## config.mk

```make
export PLATFORM = sky130hd
export DESIGN_NAME = button_debouncer_bank
export DESIGN_NICKNAME = d
export VERILOG_FILES = /design/src/rtl/game_ctrl_pkg.sv /design/src/rtl/button_debouncer_channel.sv /design/src/rtl/button_debouncer_bank.sv
export SDC_FILE = /design/constraint.sdc
export NUM_CORES = 1
export LEC_CHECK = 0
export CAP_MARGIN = 20
export CORE_MARGIN = 5
export CORE_UTILIZATION = 40
export CTS_CLUSTER_SIZE = 24
export DETAILED_ROUTE_END_ITERATION = 16
export GPL_TIMING_DRIVEN = 0
export HOLD_SLACK_MARGIN = 0.02
export PLACE_DENSITY_LB_ADDON = 0.15
export SLEW_MARGIN = 20
export SYNTH_ARGS = -nofsm -noshare
export SYNTH_HDL_FRONTEND = slang
export SYNTH_SLANG_ARGS = --single-unit
```

## constraint.sdc

```tcl
create_clock -name clk -period 7.35 [get_ports clk]
set_input_delay 0.735 -clock clk [delete_from_list [all_inputs] [get_ports clk]]
set_output_delay 0.735 -clock clk [all_outputs]
set_load 0.005 [all_outputs]
```

## src/rtl/game_ctrl_pkg.sv

```systemverilog
`default_nettype none
// ============================================================================
//  Module   : game_ctrl_pkg
//  Purpose  : Shared debouncer state encoding and default timing constants
//  Revision : 1.0  initial release
// ============================================================================
package game_ctrl_pkg;

    localparam int unsigned DB_STATE_W = 6;
    typedef logic [DB_STATE_W-1:0] db_state_t;

    localparam db_state_t DB_IDLE    = 6'b000001;
    localparam db_state_t DB_WQ      = 6'b000010;
    localparam db_state_t DB_SCEN_ST = 6'b000100;
    localparam db_state_t DB_HOLD    = 6'b001000;
    localparam db_state_t DB_REPEAT  = 6'b010000;
    localparam db_state_t DB_WFR     = 6'b100000;

    // Defaults assume a 100 MHz system clock.
    localparam int unsigned DEF_N_BTN           = 4;
    localparam int unsigned DEF_DEBOUNCE_CYCLES = 1000000;
    localparam int unsigned DEF_HOLD_CYCLES     = 50000000;
    localparam int unsigned DEF_REPEAT_CYCLES   = 10000000;

    function automatic int unsigned max3(input int unsigned a,
                                         input int unsigned b,
                                         input int unsigned c);
        int unsigned m;
        m = (a > b) ? a : b;
        return (m > c) ? m : c;
    endfunction

endpackage : game_ctrl_pkg
`default_nettype wire

```

## src/rtl/button_debouncer_channel.sv

```systemverilog
`default_nettype none
// ============================================================================
//  Module   : button_debouncer_channel
//  Purpose  : One button: 2-flop synchronizer, debounce/auto-repeat FSM, counter
//  Revision : 1.0  initial release
// ============================================================================
module button_debouncer_channel
    import game_ctrl_pkg::*;
#(
    parameter int unsigned DEBOUNCE_CYCLES = DEF_DEBOUNCE_CYCLES,
    parameter int unsigned HOLD_CYCLES     = DEF_HOLD_CYCLES,
    parameter int unsigned REPEAT_CYCLES   = DEF_REPEAT_CYCLES
) (
    input  logic clk,
    input  logic reset,
    input  logic btn_raw,
    output logic dpb,
    output logic scen,
    output logic mcen,
    output logic ccen
);

    localparam int unsigned CNT_W =
        (max3(DEBOUNCE_CYCLES, HOLD_CYCLES, REPEAT_CYCLES) > 1) ?
        $clog2(max3(DEBOUNCE_CYCLES, HOLD_CYCLES, REPEAT_CYCLES)) : 1;

    localparam logic [CNT_W-1:0] DEB_LAST  = CNT_W'(DEBOUNCE_CYCLES - 1);
    localparam logic [CNT_W-1:0] HOLD_LAST = CNT_W'(HOLD_CYCLES - 1);
    localparam logic [CNT_W-1:0] REP_LAST  = CNT_W'(REPEAT_CYCLES - 1);

    generate
        if (DEBOUNCE_CYCLES < 2 || HOLD_CYCLES < 2 || REPEAT_CYCLES < 2) begin : g_bad_params
            $error("button_debouncer_channel: timing parameters must each be >= 2");
        end
    endgenerate

    logic             s1_q, s1_d;
    logic             s2_q, s2_d;
    db_state_t        state_q, state_d;
    logic [CNT_W-1:0] cnt_q, cnt_d;

    // State register
    always_ff @(posedge clk) begin
        if (reset) begin
            s1_q    <= 1'b0;
            s2_q    <= 1'b0;
            state_q <= DB_IDLE;
            cnt_q   <= '0;
        end else begin
            s1_q    <= s1_d;
            s2_q    <= s2_d;
            state_q <= state_d;
            cnt_q   <= cnt_d;
        end
    end

    // Next state
    always_comb begin
        s1_d    = btn_raw;
        s2_d    = s1_q;
        state_d = state_q;
        cnt_d   = cnt_q;
        case (state_q)
            DB_IDLE: begin
                if (s2_q) begin
                    state_d = DB_WQ;
                    cnt_d   = '0;
                end
            end
            DB_WQ: begin
                if (!s2_q) begin
                    state_d = DB_IDLE;
                end else if (cnt_q == DEB_LAST) begin
                    state_d = DB_SCEN_ST;
                end else begin
                    cnt_d = cnt_q + 1'b1;
                end
            end
            DB_SCEN_ST: begin
                state_d = DB_HOLD;
                cnt_d   = '0;
            end
            DB_HOLD: begin
                if (!s2_q) begin
                    state_d = DB_WFR;
                    cnt_d   = '0;
                end else if (cnt_q == HOLD_LAST) begin
                    state_d = DB_REPEAT;
                    cnt_d   = '0;
                end else begin
                    cnt_d = cnt_q + 1'b1;
                end
            end
            DB_REPEAT: begin
                if (!s2_q) begin
                    state_d = DB_WFR;
                    cnt_d   = '0;
                end else if (cnt_q == REP_LAST) begin
                    cnt_d = '0;
                end else begin
                    cnt_d = cnt_q + 1'b1;
                end
            end
            DB_WFR: begin
                // A re-press here is release bounce: resume holding, no new scen.
                if (s2_q) begin
                    state_d = DB_HOLD;
                    cnt_d   = '0;
                end else if (cnt_q == DEB_LAST) begin
                    state_d = DB_IDLE;
                end else begin
                    cnt_d = cnt_q + 1'b1;
                end
            end
            default: begin
                state_d = DB_IDLE;
                cnt_d   = '0;
            end
        endcase
    end

    // Moore outputs
    always_comb begin
        dpb  = 1'b0;
        scen = 1'b0;
        mcen = 1'b0;
        ccen = 1'b0;
        case (state_q)
            DB_SCEN_ST: begin
                dpb  = 1'b1;
                scen = 1'b1;
                mcen = 1'b1;
            end
            DB_HOLD: begin
                dpb = 1'b1;
            end
            DB_REPEAT: begin
                dpb  = 1'b1;
                ccen = 1'b1;
                mcen = (cnt_q == REP_LAST);
            end
            DB_WFR: begin
                dpb = 1'b1;
            end
            default: begin
                dpb = 1'b0;
            end
        endcase
    end

endmodule : button_debouncer_channel
`default_nettype wire

```

## src/rtl/button_debouncer_bank.sv

```systemverilog
`default_nettype none
// ============================================================================
//  Module   : button_debouncer_bank
//  Purpose  : N independent debounced buttons with single/multi/continuous enables
//  Revision : 1.0  initial release
// ============================================================================
module button_debouncer_bank
    import game_ctrl_pkg::*;
#(
    parameter int unsigned N_BTN           = DEF_N_BTN,
    parameter int unsigned DEBOUNCE_CYCLES = DEF_DEBOUNCE_CYCLES,
    parameter int unsigned HOLD_CYCLES     = DEF_HOLD_CYCLES,
    parameter int unsigned REPEAT_CYCLES   = DEF_REPEAT_CYCLES
) (
    input  logic             clk,
    input  logic             reset,
    input  logic [N_BTN-1:0] btn_raw,
    output logic [N_BTN-1:0] dpb,
    output logic [N_BTN-1:0] scen,
    output logic [N_BTN-1:0] mcen,
    output logic [N_BTN-1:0] ccen
);

    generate
        for (genvar i = 0; i < N_BTN; i++) begin : g_chan
            button_debouncer_channel #(
                .DEBOUNCE_CYCLES (DEBOUNCE_CYCLES),
                .HOLD_CYCLES     (HOLD_CYCLES),
                .REPEAT_CYCLES   (REPEAT_CYCLES)
            ) u_chan (
                .clk     (clk),
                .reset   (reset),
                .btn_raw (btn_raw[i]),
                .dpb     (dpb[i]),
                .scen    (scen[i]),
                .mcen    (mcen[i]),
                .ccen    (ccen[i])
            );
        end
    endgenerate

endmodule : button_debouncer_bank
`default_nettype wire

```

==> results.yml, run 1 <==
clock_tree:
  path_clk_slew_ns: 0.06
  cts_tree: "yes"
  clockBufferDepth: 2
  cts_resized: 0
  cts_buffers: 17
  cts.sinks: 136
  cts_setup_buffers: 0
  clock_latency_ns: 0.43
  cts_hold_buf: 0
  cts_root_buffer: "clkbuf_16"
  htreeDepth: 4
timing:
  relSlewSlack_pct: 36.3
  finalCriticalPeriod_ns: 3.57
  tns_ns: 0
  fin_worst_skew_ns: 0.00822
  max_freq_mhz: 280
  finalCritPeriodShare_pct: 48.6
  setup_viol: 0
  finalHoldViolCount: 0
  rsz0062_at_grt: "no"
  slew_viol_final: 0
  worst_pin_slew_ns: 0.947
hold_path:
  min_path_type: "reg -> reg"
  hold_path_depth: 1
setup_path:
  cp.depth: 7
  critPathKind: "reg -> out"
  crit_fanout: 5
  crit_chain: "ha_1, nand3_1, nor4_1, nand3_1, o21ai_0, buf_4, clkdlybuf4s50_1"
  critPathSlowestCell: "nor4_1"
  path_common_cell: "nand3_1"
  crit_buf_inv: 2
  cp_data_arrival_time_ns: 2.84
  ff2ff_path_depth: 9
  max_stage_delay_ns: 0.63
  critPathRequiredTime_ns: 6.61
  rrSetupSlack_ns: 4.00
  start_kind: "register"
  end_kind: "output pin"
  path_delay_family: "simple AND/OR/NAND/NOR gates"
synthesis:
  synth_top_cell_by_area: "dfxtp_1"
  async_reset_ff_share_pct: 0
  ys_ff_latch: 136
  avgSynthCellArea_um2: 7.60
  ys_seq_area_share_pct: 34.4
  synth_ff_type: "dfxtp_1"
  synth_top_cells_by_area: "dfxtp_1 34%, a21oi_1 4.5%, nand2_1 4.5%"
  yosysUniqueCellTypes: 67
  syn_inst: 1042
  synth_top_area_share_pct: 34.4
  netlist_area_um2: 7920
  ys_warn_count: 0
  syn-num-nets: 1052
  synth_edf_count: 0
placement:
  port_buffers: 20
  dp_hpwl_mm: 16.3
  gp_congestion: 0.939
  place_area_um2: 8450
layout:
  area_growth_syn_to_layout_pct: 14.2
  final_nets: 1091
  layout_common_cells: "136 x dfxtp_1, 96 x nand2_1, 88 x nor2_1"
  layout_commonest_cell: "dfxtp_1"
  design_area_um2: 9050
  drive_gt1_share_pct: 5.67
  num_antenna_cells: 0
floorplanning:
  die_w_um: 151
  die_y_um: 151
  io_pins: 22
  initial_utilization_pct: 40.7
  die_area_um2: 22700
  rows: 51
  core-area_um2: 19500
detailed_routing:
  postRouteAntennaNets: 0
  via_per_inst: 5.94
  wl_per_cell_um: 16.4
  vias: 8063
  drc_errors: 0
  initialDrtViolationCount: 556
  wl_mm: 22.3
  drt_pre_antenna_iters: 5
flow_run:
  max-cap-violations: 0
global_routing:
  grt_pass1_vias: 7443
  grt_pass1_wl_mm: 37.2
  antenna_found_initial: 0
  grt_max_degree: 17
  globalRouteOverflowTotal: 0
  grt_use_total_pct: 20.2
power_and_ir_drop:
  power.density_nw_per_um2: 189
  peakVddDrop_v: 0.000147
  p_leak_uw: 0.00294
outcome:
  status: "completed"
==> power by group <==
group / switching (µW) / internal [µW] / leakage (µW)
combinational: 64.5 / 21.8 / 0.00155
clock: 325 / 555 / 0.000296
sequential: 3.36 / 741 / 0.00110
==> synth_stat cells, types with 4 or more instances <==
| cell type | instances |
|---|---|
| nand4b_1 | 8 |
| or3_1 | 25 |
| nor4_1 | 30 |
| nand2b_1 | 18 |
| o22ai_1 | 6 |
| and2_1 | 6 |
| nor3b_1 | 8 |
| a21oi_1 | 72 |
| o21ai_0 | 63 |
| inv_1 | 29 |
| buf_4 | 16 |
| clkbuf_1 | 37 |
| or4_1 | 20 |
| buf_2 | 4 |
| mux2i_1 | 4 |
| o21ai_1 | 8 |
| nor2b_1 | 21 |
| xnor2_1 | 10 |
| a31oi_1 | 21 |
| nand3_1 | 62 |
| o31ai_1 | 13 |
| a211oi_1 | 14 |
| nor2_1 | 88 |
| nor4b_1 | 7 |
| a41oi_1 | 5 |
| nand4_1 | 32 |
| o211ai_1 | 4 |
| nand2_1 | 96 |
| nand3b_1 | 7 |
| and3_1 | 25 |
| and4_1 | 15 |
| ha_1 | 4 |
| dfxtp_1 | 136 |
| a21o_1 | 10 |
| nor3_1 | 42 |
| xor2_1 | 9 |
| o21a_1 | 5 |
| a22oi_1 | 10 |
| a311oi_1 | 8 |
==> final timing paths <==
path | startpoint | endpoint
max | g_chan[2].u_chan.cnt_q[0] | mcen[2]
min | g_chan[3].u_chan.s1_q | g_chan[3].u_chan.s2_q
max reg2reg | g_chan[2].u_chan.cnt_q[0] | g_chan[2].u_chan.cnt_q[14]
min reg2reg | g_chan[3].u_chan.s1_q | g_chan[3].u_chan.s2_q
==> per-stage QoR <==
step | hold WS [ns] | setup slack, ns | util (%) | cells | power (µW)
global placement | 0.417 | 3.99 | 43.4 | 1327 | 846
floorplan | 0.414 | 4.86 | - | 1042 | 817
detailed placement | 0.428 | 4.06 | 43.4 | 1327 | 846
CTS | 0.440 | 3.77 | 46.5 | 1358 | 1730
global route | 0.456 | 3.59 | 46.5 | 1358 | 1770
finish | 0.437 | 3.78 | 46.5 | 1358 | 1710
==> flip-flops by register name, summed over array words and instances, names as in the netlist <==
register,count
g_chan.u_chan.state_q,24
g_chan.u_chan.s1_q,4
g_chan.u_chan.cnt_q,104
g_chan.u_chan.s2_q,4
==> cells by family (layout without fill, tap and decap cells) <==
family                     after synthesis  count (layout)  share of synthesized area, %
adders and majority gates                4               4                         0.632
buffers and inverters                   86             137                          4.90
and+or+nand+nor                        531             531                          36.8
DFF                                    136             136                          34.4
AOI/OAI and AO/OA                      262             262                          20.7
xor gates and xnor gates                19              19                          2.10
muxes                                    4               4                         0.505
==> per-layer routing <==
metal / global-route usage, % / share of wire, % / up-vias
li1: - / - / 4015
met1: 27.2 / 47 / 3812
met2: 32.3 / 47 / 199
met3: 4.39 / 4.3 / 37
met4: 6.21 / 1.8 / 0
met5: 0 / 0 / -
==> cell type report <==
class / instances / area (µm²)
clock buffers: 22 / 474
flip-flops and latches: 136 / 2720
multi-input cells: 820 / 4810
well taps: 265 / 332
inverters: 29 / 109
clock inverters: 9 / 123
plain buffers: 57 / 279
fillers: 1963 / 10400
repair buffers: 20 / 200
No activity file was read; power rests on OpenSTA's default activity.
==> run 2, diff against run 1 <==
==> constraint.sdc (replaced) <==
create_clock -name clk -period 3.6 [get_ports clk]
set_input_delay 0.36 -clock clk [delete_from_list [all_inputs] [get_ports clk]]
set_output_delay 0.36 -clock clk [all_outputs]
set_load 0.005 [all_outputs]
==> results of run 2 <==
The final DEF is identical to that of run 1. Status: completed.
Among the figures that moved: setup slack after placement 4.06 ns -> 0.310 ns; setup slack after layout 3.78 ns -> 0.248 ns; end point of the critical path mcen[2] -> g_chan[2].u_chan.cnt_q[14]; register-to-register setup slack 4.00 ns -> 0.25 ns; total power 1710 µW -> 3490 µW; worst IR drop on VDD 0.000147 V -> 0.000301 V
==> run 3, diff against run 2 <==
--- a/config.mk
+++ b/config.mk
@@ -6,10 +6,11 @@
 export NUM_CORES = 1
 export LEC_CHECK = 0
 export CAP_MARGIN = 20
-export CORE_MARGIN = 5
+export CORE_MARGIN = 4
 export CORE_UTILIZATION = 40
 export CTS_CLUSTER_SIZE = 24
 export DETAILED_ROUTE_END_ITERATION = 16
+export DONT_BUFFER_PORTS = 1
 export GPL_TIMING_DRIVEN = 0
 export HOLD_SLACK_MARGIN = 0.02
 export PLACE_DENSITY_LB_ADDON = 0.15
==> results.yml, run 3 (synthesized netlist as in run 1, its figures left out) <==
outcome:
  status: "completed"
setup_path:
  start_kind: "register"
  critPathRequiredTime_ns: 3.91
  cp_data_arrival_time_ns: 3.46
  end_kind: "register"
  crit_fanout: 10
  critPathKind: "reg -> reg"
  ff2ff_path_depth: 9
layout:
  layout_common_cells: "136 x dfxtp_1, 96 x nand2_1, 88 x nor2_1"
  reg.largest.list: "g_chan.u_chan.cnt_q x104, g_chan.u_chan.state_q x24"
  num_antenna_cells: 0
  layout_commonest_cell: "dfxtp_1"
  area_growth_syn_to_layout_pct: 12.2
  final_cell_count_no_fill: 1339
  regMostFlops: "g_chan.u_chan.cnt_q"
  fillCellCount: 1917
  drive_gt1_share_pct: 6.05
  largest_register_ffs: 104
  final_nets: 1071
clock_tree:
  clockBufferDepth: 2
  cts_buffers: 17
  cts.sinks: 136
  cts_hold_buf: 0
  cts_setup_buffers: 0
  clock_latency_ns: 0.43
  cts_root_buffer: "clkbuf_16"
  path_clk_slew_ns: 0.06
  cts_tree: "yes"
  htreeDepth: 4
global_routing:
  grt_pass1_vias: 7447
  antenna_found_initial: 0
  grt_pass1_wl_mm: 37.4
  grt_max_degree: 17
  grt_use_total_pct: 20.6
  globalRouteOverflowTotal: 0
floorplanning:
  initial_utilization_pct: 40.7
  die_y_um: 149
  core-area_um2: 19500
  rows: 51
  io_pins: 22
  die_w_um: 149
  die_area_um2: 22100
detailed_routing:
  postRouteAntennaNets: 0
  initialDrtViolationCount: 698
  drt_pre_antenna_iters: 7
  wl_mm: 22.3
  drc_errors: 0
  wl_per_cell_um: 16.7
  via_per_inst: 5.99
  vias: 8017
timing:
  finalCritPeriodShare_pct: 87.4
  worst_pin_slew_ns: 0.938
  rsz0062_at_grt: "no"
  hold_slack_ns: 0.0630
  slew_viol_final: 0
  setup_viol: 0
  fin_worst_skew_ns: 0.0135
  relSlewSlack_pct: 36.9
  finalCriticalPeriod_ns: 3.15
  tns_ns: 0
  max_freq_mhz: 318
  finalHoldViolCount: 0
placement:
  gp_congestion: 0.880
  dp.cells: 1307
  dp_hpwl_mm: 16.1
  port_buffers: 0
power_and_ir_drop:
  power.density_nw_per_um2: 402
  peakVddDrop_v: 0.000285
  p_leak_uw: 0.00288
hold_path:
  min_path_type: "in -> reg"
  hold_path_depth: 1
flow_run:
  max-cap-violations: 0
## run 3: layout make-up
type | instances | area (µm²) | share of cell area, %
Clock buffer | 20 | 457 | 5.14
Clock inverter | 12 | 174 | 1.96
Buffer | 57 | 279 | 3.14
Multi-Input combinational cell | 820 | 4820 | 54.2
Tap cell | 265 | 332 | 3.73
Inverter | 29 | 109 | 1.22
Sequential cell | 136 | 2720 | 30.6
## run 3: worst max-delay path, stage by stage (launching register included)
cell and delay [ns]:
dfxtp_1 0.40, ha_1 0.25, nand3_1 0.16, nor4_1 0.61, a21oi_1 0.35, a221oi_2 0.59, nor2_1 0.19, nand2_1 0.14
buf_2 0.24, o31ai_1 0.11
## run 3: where the power goes
group          switching, µW  internal, µW
Combinational            133          40.7
Sequential              7.42          1510
Clock                    685          1190
Total                    825          2750
## run 3: worst paths after layout
check | from | endpoint | slack, ns
worst min register to register | g_chan[2].u_chan.s1_q | g_chan[2].u_chan.s2_q | 0.43
worst max register to register | g_chan[2].u_chan.cnt_q[0] | g_chan[2].u_chan.cnt_q[14] | 0.45
worst min-delay path | btn_raw[3] | g_chan[3].u_chan.s1_q | 0.06
worst max-delay path | g_chan[2].u_chan.cnt_q[0] | g_chan[2].u_chan.cnt_q[14] | 0.45
## run 3: layer usage
metal  up-vias  share of wire, %  global-route usage [%]
met3        29               4.6                    3.50
li1       3974                 -                       -
met4         0               1.7                    6.70
met1      3784                47                    27.9
met2       230                46                    33.5
met5         -                 0                       0
## run 3: what timing repair did
item                                    CTS  global route
endpoints found under the hold margin     0             0
endpoints found under the setup margin    0            10
resized for setup                         0             1
## run 3: stage by stage
step / power [µW] / instance area [µm²] / util, % / setup slack (ns)
after floorplan: 1670 / 7920 / - / 1.11
after global placement: 1730 / 8250 / 42.4 / 0.179
after detailed placement: 1730 / 8250 / 42.4 / 0.208
after CTS: 3620 / 8880 / 45.6 / 0.185
after global routing: 3700 / 8890 / 45.7 / 0.252
final: 3570 / 8890 / 45.7 / 0.455
